==> src/rtl/addsub_rr_sequencer_if.sv <==
// Requester, shared add/sub unit and result port bundle for addsub_rr_sequencer.
// slave is the sequencer's view; master is the environment's view.
interface addsub_rr_sequencer_if #(
  parameter int unsigned WIDTH = 4,
  parameter int unsigned NREQ  = 4
);
  localparam int unsigned IDW = $clog2(NREQ);

  logic [NREQ-1:0]       req_valid_in;
  logic [NREQ-1:0]       req_ready_out;
  logic [NREQ*WIDTH-1:0] a_in;
  logic [NREQ*WIDTH-1:0] b_in;
  logic [NREQ-1:0]       control_in;
  logic [WIDTH-1:0]      au_a_out;
  logic [WIDTH-1:0]      au_b_out;
  logic                  au_control_out;
  logic [WIDTH-1:0]      au_sum_in;
  logic                  au_carry_in;
  logic                  result_valid_out;
  logic                  result_ready_in;
  logic [WIDTH-1:0]      sum_out;
  logic                  carry_out;
  logic [IDW-1:0]        result_id_out;
  logic                  busy_out;

  modport slave (
    input  req_valid_in, a_in, b_in, control_in, au_sum_in, au_carry_in, result_ready_in,
    output req_ready_out, au_a_out, au_b_out, au_control_out, result_valid_out, sum_out,
    output carry_out, result_id_out, busy_out
  );

  modport master (
    output req_valid_in, a_in, b_in, control_in, au_sum_in, au_carry_in, result_ready_in,
    input  req_ready_out, au_a_out, au_b_out, au_control_out, result_valid_out, sum_out,
    input  carry_out, result_id_out, busy_out
  );
endinterface

==> src/rtl/addsub_rr_sequencer.sv <==
// Round-robin sequencer sharing one external add/sub unit among NREQ requesters.
// IDLE grants one requester, EXEC drives the unit and captures its result, DONE holds it.
module addsub_rr_sequencer #(
  parameter int unsigned WIDTH = 4,
  parameter int unsigned NREQ  = 4
) (
  input  logic                   clk_in,
  input  logic                   rst_in,
  addsub_rr_sequencer_if.slave   bus
);
  localparam int unsigned IDW = $clog2(NREQ);

  typedef enum logic [1:0] {StIdle, StExec, StDone} state_e;

  state_e           state_q;
  logic [IDW-1:0]   last_grant_q;
  logic [WIDTH-1:0] op_a_q;
  logic [WIDTH-1:0] op_b_q;
  logic             op_ctrl_q;
  logic [IDW-1:0]   op_id_q;
  logic [WIDTH-1:0] sum_q;
  logic             carry_q;
  logic [IDW-1:0]   id_q;
  logic             valid_q;
  logic             busy_q;

  logic             win_found;
  logic [IDW-1:0]   win_idx;
  logic [IDW-1:0]   cand_idx;
  int unsigned      cand;
  logic             grant;
  logic [NREQ-1:0]  ready;

  // Scan starting just after the last winner so every requester gets its turn.
  always_comb begin
    win_found = 1'b0;
    win_idx   = '0;
    cand      = 0;
    cand_idx  = '0;
    for (int unsigned k = 1; k <= NREQ; k++) begin
      cand     = (32'(last_grant_q) + k) % NREQ;
      cand_idx = IDW'(cand);
      if (!win_found && bus.req_valid_in[cand_idx]) begin
        win_found = 1'b1;
        win_idx   = cand_idx;
      end
    end
  end

  always_comb begin
    grant          = (state_q == StIdle) && !rst_in && win_found;
    ready          = '0;
    ready[win_idx] = grant;
  end

  always_ff @(posedge clk_in) begin
    if (rst_in) begin
      state_q      <= StIdle;
      last_grant_q <= IDW'(NREQ - 1);
      op_a_q       <= '0;
      op_b_q       <= '0;
      op_ctrl_q    <= 1'b0;
      op_id_q      <= '0;
      sum_q        <= '0;
      carry_q      <= 1'b0;
      id_q         <= '0;
      valid_q      <= 1'b0;
      busy_q       <= 1'b0;
    end else begin
      unique case (state_q)
        StIdle: begin
          if (grant) begin
            op_a_q       <= bus.a_in[win_idx*WIDTH +: WIDTH];
            op_b_q       <= bus.b_in[win_idx*WIDTH +: WIDTH];
            op_ctrl_q    <= bus.control_in[win_idx];
            op_id_q      <= win_idx;
            last_grant_q <= win_idx;
            busy_q       <= 1'b1;
            state_q      <= StExec;
          end
        end
        StExec: begin
          sum_q   <= bus.au_sum_in;
          carry_q <= bus.au_carry_in;
          id_q    <= op_id_q;
          valid_q <= 1'b1;
          state_q <= StDone;
        end
        StDone: begin
          if (bus.result_ready_in) begin
            valid_q <= 1'b0;
            busy_q  <= 1'b0;
            state_q <= StIdle;
          end
        end
        default: state_q <= StIdle;
      endcase
    end
  end

  assign bus.req_ready_out    = ready;
  assign bus.au_a_out         = op_a_q;
  assign bus.au_b_out         = op_b_q;
  assign bus.au_control_out   = op_ctrl_q;
  assign bus.result_valid_out = valid_q;
  assign bus.sum_out          = sum_q;
  assign bus.carry_out        = carry_q;
  assign bus.result_id_out    = id_q;
  assign bus.busy_out         = busy_q;
endmodule
==> src/flat_wrapper.sv <==
// flat-port wrapper written by rule: the top's interface ports become plain ports
module addsub_rr_sequencer_flat 
#(
  parameter int unsigned WIDTH = 4,
  parameter int unsigned NREQ  = 4
)
  (clk_in, rst_in, bus_req_valid_in, bus_a_in, bus_b_in, bus_control_in, bus_au_sum_in, bus_au_carry_in, bus_result_ready_in, bus_req_ready_out, bus_au_a_out, bus_au_b_out, bus_au_control_out, bus_result_valid_out, bus_sum_out, bus_carry_out, bus_result_id_out, bus_busy_out);
  addsub_rr_sequencer_if #(.WIDTH(WIDTH), .NREQ(NREQ)) bus_i ();
  input  logic clk_in;
  input  logic rst_in;
  input wire logic [$bits(bus_i.req_valid_in)-1:0] bus_req_valid_in;
  input wire logic [$bits(bus_i.a_in)-1:0] bus_a_in;
  input wire logic [$bits(bus_i.b_in)-1:0] bus_b_in;
  input wire logic [$bits(bus_i.control_in)-1:0] bus_control_in;
  input wire logic [$bits(bus_i.au_sum_in)-1:0] bus_au_sum_in;
  input wire logic [$bits(bus_i.au_carry_in)-1:0] bus_au_carry_in;
  input wire logic [$bits(bus_i.result_ready_in)-1:0] bus_result_ready_in;
  output wire logic [$bits(bus_i.req_ready_out)-1:0] bus_req_ready_out;
  output wire logic [$bits(bus_i.au_a_out)-1:0] bus_au_a_out;
  output wire logic [$bits(bus_i.au_b_out)-1:0] bus_au_b_out;
  output wire logic [$bits(bus_i.au_control_out)-1:0] bus_au_control_out;
  output wire logic [$bits(bus_i.result_valid_out)-1:0] bus_result_valid_out;
  output wire logic [$bits(bus_i.sum_out)-1:0] bus_sum_out;
  output wire logic [$bits(bus_i.carry_out)-1:0] bus_carry_out;
  output wire logic [$bits(bus_i.result_id_out)-1:0] bus_result_id_out;
  output wire logic [$bits(bus_i.busy_out)-1:0] bus_busy_out;
  assign bus_i.req_valid_in = bus_req_valid_in;
  assign bus_i.a_in = bus_a_in;
  assign bus_i.b_in = bus_b_in;
  assign bus_i.control_in = bus_control_in;
  assign bus_i.au_sum_in = bus_au_sum_in;
  assign bus_i.au_carry_in = bus_au_carry_in;
  assign bus_i.result_ready_in = bus_result_ready_in;
  assign bus_req_ready_out = bus_i.req_ready_out;
  assign bus_au_a_out = bus_i.au_a_out;
  assign bus_au_b_out = bus_i.au_b_out;
  assign bus_au_control_out = bus_i.au_control_out;
  assign bus_result_valid_out = bus_i.result_valid_out;
  assign bus_sum_out = bus_i.sum_out;
  assign bus_carry_out = bus_i.carry_out;
  assign bus_result_id_out = bus_i.result_id_out;
  assign bus_busy_out = bus_i.busy_out;
  addsub_rr_sequencer #(.WIDTH(WIDTH), .NREQ(NREQ)) u_core (.clk_in(clk_in), .rst_in(rst_in), .bus(bus_i));
endmodule
==> config.mk <==
export PLATFORM = sky130hd
export DESIGN_NAME = addsub_rr_sequencer_flat
export DESIGN_NICKNAME = d
export VERILOG_FILES = /design/src/rtl/addsub_rr_sequencer_if.sv /design/src/rtl/addsub_rr_sequencer.sv /design/src/flat_wrapper.sv
export SDC_FILE = /design/constraint.sdc
export NUM_CORES = 1
export LEC_CHECK = 0
export BUFFER_PORTS_ARGS = -buffer_cell sky130_fd_sc_hd__buf_2
export CAP_MARGIN = 20
export CORE_MARGIN = 3
export CORE_UTILIZATION = 40
export CTS_BUF_LIST = sky130_fd_sc_hd__clkbuf_8
export DETAILED_ROUTE_END_ITERATION = 8
export GPL_TIMING_DRIVEN = 0
export HOLD_SLACK_MARGIN = 0.06
export PLACE_DENSITY = 0.82
export SLEW_MARGIN = 10
export SYNTH_ARGS = -nofsm -noshare
export SYNTH_HDL_FRONTEND = slang
export SYNTH_SLANG_ARGS = --single-unit
==> constraint.sdc <==
create_clock -name clk_in -period 1.33 [get_ports clk_in]
set_input_delay 0.1995 -clock clk_in [delete_from_list [all_inputs] [get_ports clk_in]]
set_output_delay 0.1995 -clock clk_in [all_outputs]
set_load 0.02 [all_outputs]
==> impl_metrics.csv, run 1 <==
group,metric,value,unit
sta,grt_setup_unrepaired,"yes",
synthesis,yosys_warnings,0,
critical_path,cp.required,1.13,ns
outcome,violations,"setup timing",
outcome,outcome,"complete, but fails checks",
routing,drt_iter0_markers,21,
cells_and_area,post-route-util,0.6414,
critical_path,reg2reg_from,"u_core.last_grant_q[1]",
die,die-area,3686,µm²
synthesis,yosysTopAreaCellShare,0.4013,
cells_and_area,syn2layout_area_growth,50.26,%
critical_path,crit_buf_inv,1,
placement,placed_area,1613,µm²
run,maxCapViolCount,0,
critical_path,crit_start,"u_core.last_grant_q[1]",
hold_path,min-delay-path-class,"in -> reg",
cells_and_area,fill_cells,247,
cells_and_area,instances_no_fill,239,
sta,post-route-period-util,1.369,
sta,fin_setup_tns,-4.454,ns
critical_path,critical_path_class,"reg -> out",
cts,clk_pin_slew,0.09,ns
power,finalPower,2.249,mW
cts,cts_root_buf,"clkbuf_8",
synthesis,netlist_area,1197,µm²
synthesis,synth_top_area_cell,"dfxtp_1",
power,irDropWorstVdd,0.0008365,V
sta,setup_viol,15,
critical_path,cp_top_family,"compound AO/OA/AOI/OAI gates",
power,power.leakage,0.9243,nW
synthesis,synthCells,128,
placement,numPortBuffers,69,
synthesis,syn_area_per_cell,9.355,µm²
placement,gp_congestion,0.7602,
die,die_x,60.71,µm
routing,wirelength,3293,µm
sta,finalHoldViolCount,0,
die,ios,70,
die,rows,19,
sta,fin_crit,1.821,ns
synthesis,ys_ff_latch,24,
critical_path,startpoint_type,"flop",
placement,dpl_worst_slack,-0.4512,ns
critical_path,cp-endpoint,"bus_req_ready_out[2]",
cells_and_area,drive_above_1_share,0.5000,
routing,vias,1239,
cells_and_area,fin_area,1799,µm²
placement,dp_hpwl,2340,µm
routing,drc,0,
sta,slew-limit-headroom,0.7082,
routing,first_pass_iters,4,
routing,viasPerCell,5.184,
critical_path,path_depth,5,
global_route,grt_max_degree,15,
synthesis,synth-seq-area-share,0.4013,
synthesis,ys_types,24,
cts,tritoncts,"built",
die,core_area,2805,µm²
cts,clk_path_buf_depth,2,
critical_path,rr_worst_depth,6,
sta,fmax,549.3,MHz
critical_path,timing.rr.end,"u_core.bus.au_a_out[3]",
critical_path,crit_path_end_kind,"output port",
global_route,grt_overflow,0,
die,initial_utilization,0.4269,
sta,tightest_slew,0.4378,ns
synthesis,synth_area_leaders,"dfxtp_1, mux2i_1, o221ai_1, nand3b_1, nor2_1",
critical_path,worst_path_max_delay_cell,"a311o_2",
sta,fin_ws,-0.4905,ns
critical_path,reg2reg_slack,-0.29,ns
cells_and_area,seq_area,485.5,µm²
critical_path,cp_cell_sequence,"nand2_2, a311o_2, or2_4, nor2_4, buf_6",
critical_path,critPathMaxStageDelay,0.42,ns
cells_and_area,insertedDiodeCount,0,
sta,final-max-slew-violation-count,0,
routing,avgRoutedWirePerCell,13.78,µm
cts,htree_levels,1,
global_route,antenna_found_initial,0,
hold_path,hold_depth,3,
global_route,grt_pass1_wl,4823,µm
hold_path,hp-start,"bus_au_carry_in",
die,die_h,60.71,µm
critical_path,cp.arrival,1.62,ns
placement,dp.cells,228,
cts,numCtsBuffers,3,
sta,fin_hold_ws,0.1613,ns
cells_and_area,num-nets-final,257,
critical_path,critPathMaxFanout,7,
cts,hold_buffers,0,
sta,fin_skew,0.004033,ns
global_route,grt_use_total,0.1755,
global_route,grt_pass1_vias,1088,
routing,ant_nets,0,
cells_and_area,multi_input_area,705.7,µm²
power,powerDensity,1250,nW/µm²
cts,clkSinkCount,24,
cts,clk_latency,0.27,ns
synthesis,syn_nets,176,
[cell usage in the layout, fill, tap and decap left out]
cell,synthesis,routed
buf_2,3,68
mux2i_1,26,25
dfxtp_1,24,22
nor2_1,14,12
nand3b_1,10,10
o221ai_1,9,9
buf_4,1,9
nand2_1,11,8
a21oi_1,8,5
nor2b_1,3,3
a21oi_2,0,3
nand2_2,0,3
buf_6,2,3
clkbuf_8,0,3
inv_1,2,2
nor2_4,0,2
buf_8,0,2
clkbuf_1,3,2
o221ai_2,1,1
o21ai_1,1,1
a311o_2,1,1
or2_4,0,1
inv_2,1,1
and3_4,0,1
clkbuf_4,0,1
nor3b_4,0,1
o21ai_0,1,1
o21bai_1,1,1
nand2b_1,1,1
nor3_1,1,1
mux2i_2,0,1
nor3b_1,2,1
bufinv_16,0,1
dfxtp_4,0,1
dfxtp_2,0,1
[per-layer routing]
| layer | global-route usage | up-vias | part of all wire |
|---|---|---|---|
| met5 | 0 | - | 0 |
| met4 | 0.06502 | 0 | 0.015 |
| met3 | 0.02553 | 4 | 0.043 |
| met2 | 0.3053 | 33 | 0.50 |
| met1 | 0.2190 | 576 | 0.44 |
| li1 | - | 626 | - |
[repair_timing]
action                                 4_1_cts  5_1_grt
pin swaps                                    4       12
setup endpoints to repair                   17       17
resized for setup                           13       10
setup buffers                                5        3
endpoints found under the hold margin        0        0
[sequential cells by signal (all words and copies together) (netlist names)]
signal / count
u_core.bus.au_a_out: 4
u_core.bus.au_b_out: 4
u_core.bus.sum_out: 4
u_core.bus.result_id_out: 2
u_core.last_grant_q: 2
u_core.op_id_q: 2
u_core.state_q: 2
u_core.bus.au_control_out: 1
u_core.bus.busy_out: 1
u_core.bus.carry_out: 1
u_core.bus.result_valid_out: 1
[final cells by class]
cell class | instances | area share
buffer | 8 | 0.03686
clock buffer | 3 | 0.02295
clock inverter | 1 | 0.01669
inverter | 3 | 0.006259
multi-input combinational | 92 | 0.3922
sequential | 24 | 0.2698
tap | 31 | 0.02156
timing repair buffer | 77 | 0.2337
[worst register-to-register path, delay by kind of cell, from the launching register on]
kind | cells | cell delay (ns)
multiplexers | 1 | 0.19
buffers and inverters | 2 | 0.31
flip-flops | 1 | 0.40
AO/OA/AOI/OAI | 2 | 0.55
AND/OR/NAND/NOR | 1 | 0.06
[kinds of logic (layout without fill, tap and decap cells)]
group / count (synthesis) / in the layout / synth area share
AO/OA/AOI/OAI: 22 / 22 / 0.1358
buffers and inverters: 12 / 92 / 0.05642
flip-flops: 24 / 24 / 0.4013
multiplexers: 26 / 26 / 0.2173
AND/OR/NAND/NOR: 44 / 44 / 0.1891
[Yosys cell counts]
| cell | n |
|---|---|
| dfxtp_1 | 24 |
| a21oi_1 | 8 |
| or2_1 | 1 |
| nor3b_1 | 2 |
| inv_2 | 1 |
| o21ai_1 | 1 |
| inv_1 | 2 |
| and3_1 | 1 |
| o21ai_0 | 1 |
| a311o_2 | 1 |
| o21bai_1 | 1 |
| o221ai_2 | 1 |
| nand2b_1 | 1 |
| buf_2 | 3 |
| nor3_1 | 1 |
| nand3b_1 | 10 |
| clkbuf_1 | 3 |
| nand2_1 | 11 |
| nor2b_1 | 3 |
| nor2_1 | 14 |
| buf_6 | 2 |
| buf_4 | 1 |
| mux2i_1 | 26 |
| o221ai_1 | 9 |
[worst min path at each step]
stage / endpoint / slack [ns]
after floorplan: u_core.bus.carry_out / 0.35
final: u_core.bus.carry_out / 0.16
after global placement: u_core.bus.carry_out / 0.44
after CTS: u_core.bus.sum_out[3] / 0.16
after global routing: u_core.bus.sum_out[3] / 0.15
after detailed placement: u_core.bus.carry_out / 0.44
[report_power, final]
group | internal, mW | switching (mW)
clock network | 0.403 | 0.240
logic | 0.353 | 0.385
registers | 0.811 | 0.0573
Power figures use the tool's default switching activity.
==> inputs of run 2 (changes only) <==
- CORE_UTILIZATION: 40 -> 45
- PLACE_DENSITY: 0.82 -> 0.87
- RECOVER_POWER: unset -> 50
- TNS_END_PERCENT: unset -> 30
- clock period: 1.33 -> 1.7 ns (I/O delays scaled with it)
==> run 2 against run 1 <==
  * The run still ends with setup timing left
  * Clock-buffer cell count is the same
  * Routed wire length grew 6.0%
  * Cell count fell by 0.42%
  * Sequential share of layout area rose by 0.27 points
  * Clock skew decreased by 0.0028 ns
  * Combinational power down 19%
  * Clock power is 49% lower
  * Flip-flop and latch count stayed put
  * Total power down 29%
  * Critical path type unchanged
  * Highest routed layer unchanged
==> impl_metrics.csv, run 2 (same netlist as run 1, synthesis figures left out) <==
group,metric,value,unit
outcome,outcome,"complete, but fails checks",
outcome,violations,"setup timing",
routing,first_pass_iters,4,
sta,final-max-slew-violation-count,0,
hold_path,min-delay-path-class,"in -> reg",
routing,wirelength,3489,µm
critical_path,timing.rr.end,"u_core.bus.au_b_out[2]",
placement,dp.cells,227,
power,netSwitchingFraction,0.3272,
critical_path,reg2reg_slack,-0.02,ns
power,combPwrFrac,0.373,
power,powerDensity,903.0,nW/µm²
global_route,grt_pass1_vias,1230,
sta,tightest_slew,0.4025,ns
sta,fin_ws,-0.1729,ns
die,core_area,2500,µm²
routing,ant_nets,0,
routing,drt_iter0_markers,38,
cells_and_area,syn2layout_area_growth,48.38,%
critical_path,cp-endpoint,"bus_req_ready_out[2]",
critical_path,cp.arrival,1.62,ns
cts,hold_buffers,0,
run,maxCapViolCount,0,
global_route,grt_pass1_wl,5188,µm
placement,dpl_worst_slack,-0.06703,ns
cts,tritoncts,"built",
power,p_clk_frac,0.203,
sta,fin_skew,0.001194,ns
placement,dp_hpwl,2337,µm
global_route,grt_overflow,0,
sta,slew-limit-headroom,0.7316,
cts,cts_root_buf,"clkbuf_8",
cells_and_area,post-route-util,0.7107,
die,die-area,3316,µm²
cells_and_area,instances_no_fill,238,
cts,clkSinkCount,24,
global_route,antenna_found_initial,0,
cts,clk_latency,0.26,ns
critical_path,startpoint_type,"flop",
critical_path,rr_worst_depth,7,
routing,viasPerCell,5.328,
critical_path,reg2reg_from,"u_core.last_grant_q[1]",
global_route,grt_use_total,0.1958,
die,rows,18,
cells_and_area,fill_cells,196,
sta,grt_setup_unrepaired,"yes",
sta,fin_crit,1.873,ns
power,power.leakage,0.9063,nW
die,die_x,57.59,µm
cells_and_area,num-nets-final,258,
critical_path,cp.required,1.44,ns
die,die_h,57.59,µm
cts,clk_path_buf_depth,2,
power,power.internal,1.079,mW
cells_and_area,multi_input_area,696.9,µm²
power,finalPower,1.604,mW
cts,clk_pin_slew,0.08,ns
critical_path,critPathMaxFanout,7,
die,ios,70,
critical_path,critical_path_class,"reg -> out",
placement,gp_congestion,0.8094,
critical_path,crit_start,"u_core.last_grant_q[1]",
sta,post-route-period-util,1.102,
cells_and_area,insertedDiodeCount,0,
power,p_sw,524.9,µW
routing,vias,1268,
sta,fmax,533.9,MHz
power,pwr-share-seq,0.424,
power,irDropWorstVdd,0.0007505,V
critical_path,crit_path_end_kind,"output port",
global_route,grt_max_degree,13,
cts,numCtsBuffers,3,
cts,htree_levels,1,
sta,finalHoldViolCount,0,
routing,drc,0,
cells_and_area,final_cell_mix,"buf_2, dfxtp_1, mux2i_1",
cells_and_area,seq_area,484.2,µm²
sta,setup_viol,5,
placement,numPortBuffers,69,
cells_and_area,final_common_cell,"buf_2",
cells_and_area,drive_above_1_share,0.5000,
routing,avgRoutedWirePerCell,14.66,µm
die,initial_utilization,0.4790,
[run 2: worst min-delay path by stage]
stage | slack [ns] | cells past startpoint | start | endpoint
floorplan | 0.40 | 2 | bus_au_carry_in | u_core.bus.carry_out
global placement | 0.45 | 2 | u_core.op_id_q[0] | u_core.op_id_q[0]
detailed placement | 0.46 | 2 | u_core.op_id_q[1] | u_core.op_id_q[1]
CTS | 0.23 | 3 | bus_au_sum_in[1] | u_core.bus.sum_out[1]
global route | 0.24 | 3 | bus_au_sum_in[1] | u_core.bus.sum_out[1]
finish | 0.23 | 3 | bus_au_sum_in[1] | u_core.bus.sum_out[1]
[run 2: layout make-up]
type                            instances  share of cell area
Multi-Input combinational cell         92              0.3923
Sequential cell                        24              0.2725
Inverter                                3            0.006338
Buffer                                  8             0.03592
Timing Repair Buffer                   78              0.2486
Clock buffer                            3             0.02324
Tap cell                               30             0.02113
[run 2: metal layers]
| layer | up-vias | routed length (µm) | share of wire | track usage |
|---|---|---|---|---|
| li1 | 622 | - | - | - |
| met1 | 582 | 1397 | 0.40 | 0.2423 |
| met2 | 60 | 1797 | 0.52 | 0.3435 |
| met3 | 4 | 264 | 0.076 | 0.06109 |
| met4 | 0 | 30 | 0.0086 | 0.01987 |
| met5 | - | 0 | 0 | 0 |
[run 2: what timing repair did]
action / in CTS / in global routing
setup endpoints to repair: 4 / 13
pin swaps: 4 / 14
gates resized for setup: 7 / 23
buffers inserted: 5 / 4
[run 2: power by group through the flow]
stage | Sequential (mW) | Combinational [mW] | Clock (mW)
final | 0.679 | 0.599 | 0.326
after global routing | 0.689 | 0.643 | 0.354
after CTS | 0.677 | 0.529 | 0.329
after detailed placement | 0.684 | 0.502 | 0
after global placement | 0.684 | 0.495 | 0
after floorplan | 0.752 | 0.265 | 0
[run 2: critical path: stages (launching register included)]
cell and delay [ns]:
dfxtp_4 0.39, nand2_1 0.06, a311o_2 0.44, or2_4 0.27, nor2_4 0.08, buf_6 0.12
[run 2: per-stage QoR]
stage / TNS (ns) / cell area [µm²] / hold WS (ns)
final: -0.5819 / 1777 / 0.2288
after global routing: -1.332 / 1777 / 0.2365
after CTS: -0.7338 / 1668 / 0.2297
after detailed placement: -0.1748 / 1580 / 0.4600
after global placement: -0.1727 / 1580 / 0.4479
after floorplan: 0 / 1197 / 0.4022
==> inputs of run 3 (changes only) <==
- CAP_MARGIN: 20 -> unset
- CORE_UTILIZATION: 45 -> 43
- CTS_BUF_LIST: sky130_fd_sc_hd__clkbuf_8 -> unset
- PLACE_DENSITY: 0.87 -> 0.84
==> run 3 against run 2 <==
  * First-iteration DRC count down 5.3%
  * Non-clock buffer count is 3 lower
  * Global-route usage shrank 1.0 points
  * Routed wire length is 4.8% lower
  * Flip-flop and latch count stayed put
  * Clock skew about the same
  * Register-to-register slack improved by 0.12 ns
  * The flow still finishes with violations (setup timing)
  * Largest cell class unchanged
  * Clock power is 26% higher
  * Die area rose by 4.2%
  * Critical endpoint unchanged
  * Fmax decreased by 3.8%
  * Total power grew 3.2%
==> impl_metrics.csv, run 3 (same netlist as run 1, synthesis figures left out) <==
group,metric,value,unit
cts,htree_levels,1,
die,core_area,2567,µm²
global_route,antenna_found_initial,0,
global_route,grt_max_degree,15,
die,die-area,3454,µm²
placement,dp_hpwl,2311,µm
cells_and_area,final_cell_mix,"buf_2, mux2i_1, dfxtp_1",
sta,post-route-period-util,1.145,
routing,ant_nets,0,
cts,clk_pin_slew,0.13,ns
routing,viasPerCell,5.297,
routing,first_pass_iters,4,
critical_path,worst_path_max_delay_cell,"dfxtp_4",
routing,vias,1250,
cells_and_area,drive_above_1_share,0.4757,
die,rows,18,
critical_path,critical_path_class,"reg -> out",
critical_path,cp_cell_sequence,"nand3b_1, o21ai_1, a311o_2, or2_4, nor2_4, buf_6",
global_route,grt_pass1_wl,5106,µm
cts,numCtsBuffers,3,
sta,fin_crit,1.947,ns
sta,setup_viol,4,
cells_and_area,insertedDiodeCount,0,
sta,fin_skew,0.001015,ns
cells_and_area,final_common_cell,"buf_2",
cts,clk_latency,0.31,ns
placement,dp.cells,227,
cells_and_area,instances_no_fill,236,
cells_and_area,syn2layout_area_growth,46.08,%
power,irDropWorstVdd,0.0006747,V
routing,avgRoutedWirePerCell,14.08,µm
run,maxCapViolCount,0,
critical_path,critPathMaxStageDelay,0.39,ns
critical_path,crit_path_end_kind,"output port",
hold_path,min-delay-path-class,"in -> reg",
routing,drc,0,
critical_path,startpoint_type,"flop",
sta,fin_ws,-0.2472,ns
routing,wirelength,3322,µm
sta,grt_setup_unrepaired,"yes",
placement,numPortBuffers,69,
global_route,grt_overflow,0,
critical_path,critPathMaxFanout,7,
sta,final-max-slew-violation-count,0,
power,powerDensity,946.1,nW/µm²
outcome,violations,"setup timing",
die,initial_utilization,0.4664,
critical_path,cp.required,1.44,ns
die,die_h,58.77,µm
cts,clk_path_buf_depth,2,
die,die_x,58.77,µm
sta,finalHoldViolCount,0,
cts,tritoncts,"built",
die,ios,70,
sta,slew-limit-headroom,0.7036,
placement,gp_congestion,0.7516,
sta,tightest_slew,0.4446,ns
power,power.leakage,0.9079,nW
cts,cts_root_buf,"clkbuf_4",
routing,drt_iter0_markers,36,
power,finalPower,1.655,mW
cts,clkSinkCount,24,
cells_and_area,num-nets-final,255,
global_route,grt_pass1_vias,1198,
critical_path,cp.arrival,1.69,ns
sta,fmax,513.5,MHz
global_route,grt_use_total,0.1858,
outcome,outcome,"complete, but fails checks",
[run 3: cell count changes in the layout (fill, tap and decap cells not counted)]
cell	previous run	this run
mux2i_1	22	26
clkbuf_8	3	0
clkbuf_4	0	4
nor2_4	1	2
buf_8	3	1
nor2_1	11	12
mux2i_2	4	0
and3_4	0	1
clkbuf_2	1	0
nor2_2	2	0
buf_4	9	7
bufinv_16	0	1
buf_6	4	5
and3_1	1	0
[run 3: worst paths after layout]
kind,from,endpoint,slack (ns),depth (start not counted)
worst min register to register,u_core.op_id_q[0],u_core.op_id_q[0],0.48,2
worst max-delay path,u_core.last_grant_q[1],bus_req_ready_out[2],-0.25,6
worst max register to register,u_core.last_grant_q[1],u_core.bus.au_a_out[1],0.10,7
worst min-delay path,bus_au_sum_in[3],u_core.bus.sum_out[3],0.17,3
[run 3: layout make-up]
class	instances	area (µm²)
Multi-Input combinational cell	92	689.4
Buffer	8	62.56
Sequential cell	24	484.2
Timing Repair Buffer	75	411.6
Tap cell	30	37.54
Fill cell	208	818.3
Clock buffer	3	22.52
Clock inverter	1	30.03
Inverter	3	11.26
[run 3: what timing repair did]
action                     CTS  global route
buffers inserted             6             0
setup endpoints to repair    4             8
hold buffers                 0             0
pin swaps                    4             8
gates resized for setup      7            19
[run 3: power breakdown]
part / internal (mW) / total (mW) / switching, mW
combinational: 0.265 / 0.565 / 0.300
sequential: 0.634 / 0.680 / 0.0461
clock: 0.238 / 0.410 / 0.171
total: 1.14 / 1.65 / 0.517
[run 3: stage by stage]
stage	setup slack (ns)	hold WS [ns]	cell area, µm²	util	setup TNS [ns]
after floorplan	0.01267	0.4022	1197	-	0
after global placement	-0.06369	0.4491	1580	0.6155	-0.1837
after detailed placement	-0.05630	0.4514	1580	0.6155	-0.1836
after CTS	-0.3208	0.1719	1687	0.6569	-1.067
after global routing	-0.3105	0.1754	1749	0.6813	-1.112
final	-0.2472	0.1714	1749	0.6813	-0.8518
[run 3: per-layer routing]
layer | vias to the layer above | track usage | share of wire
met1 | 581 | 0.2395 | 0.43
met3 | 6 | 0.02632 | 0.055
met4 | 0 | 0.06472 | 0.020
li1 | 620 | - | -
met5 | - | 0 | 0
met2 | 43 | 0.3155 | 0.50
[run 3: critical path: cells and delay by family (launching register included)]
kind,cells,cell delay (ns)
compound gates,2,0.45
simple gates,3,0.43
flops,1,0.39
buf+inv,1,0.12
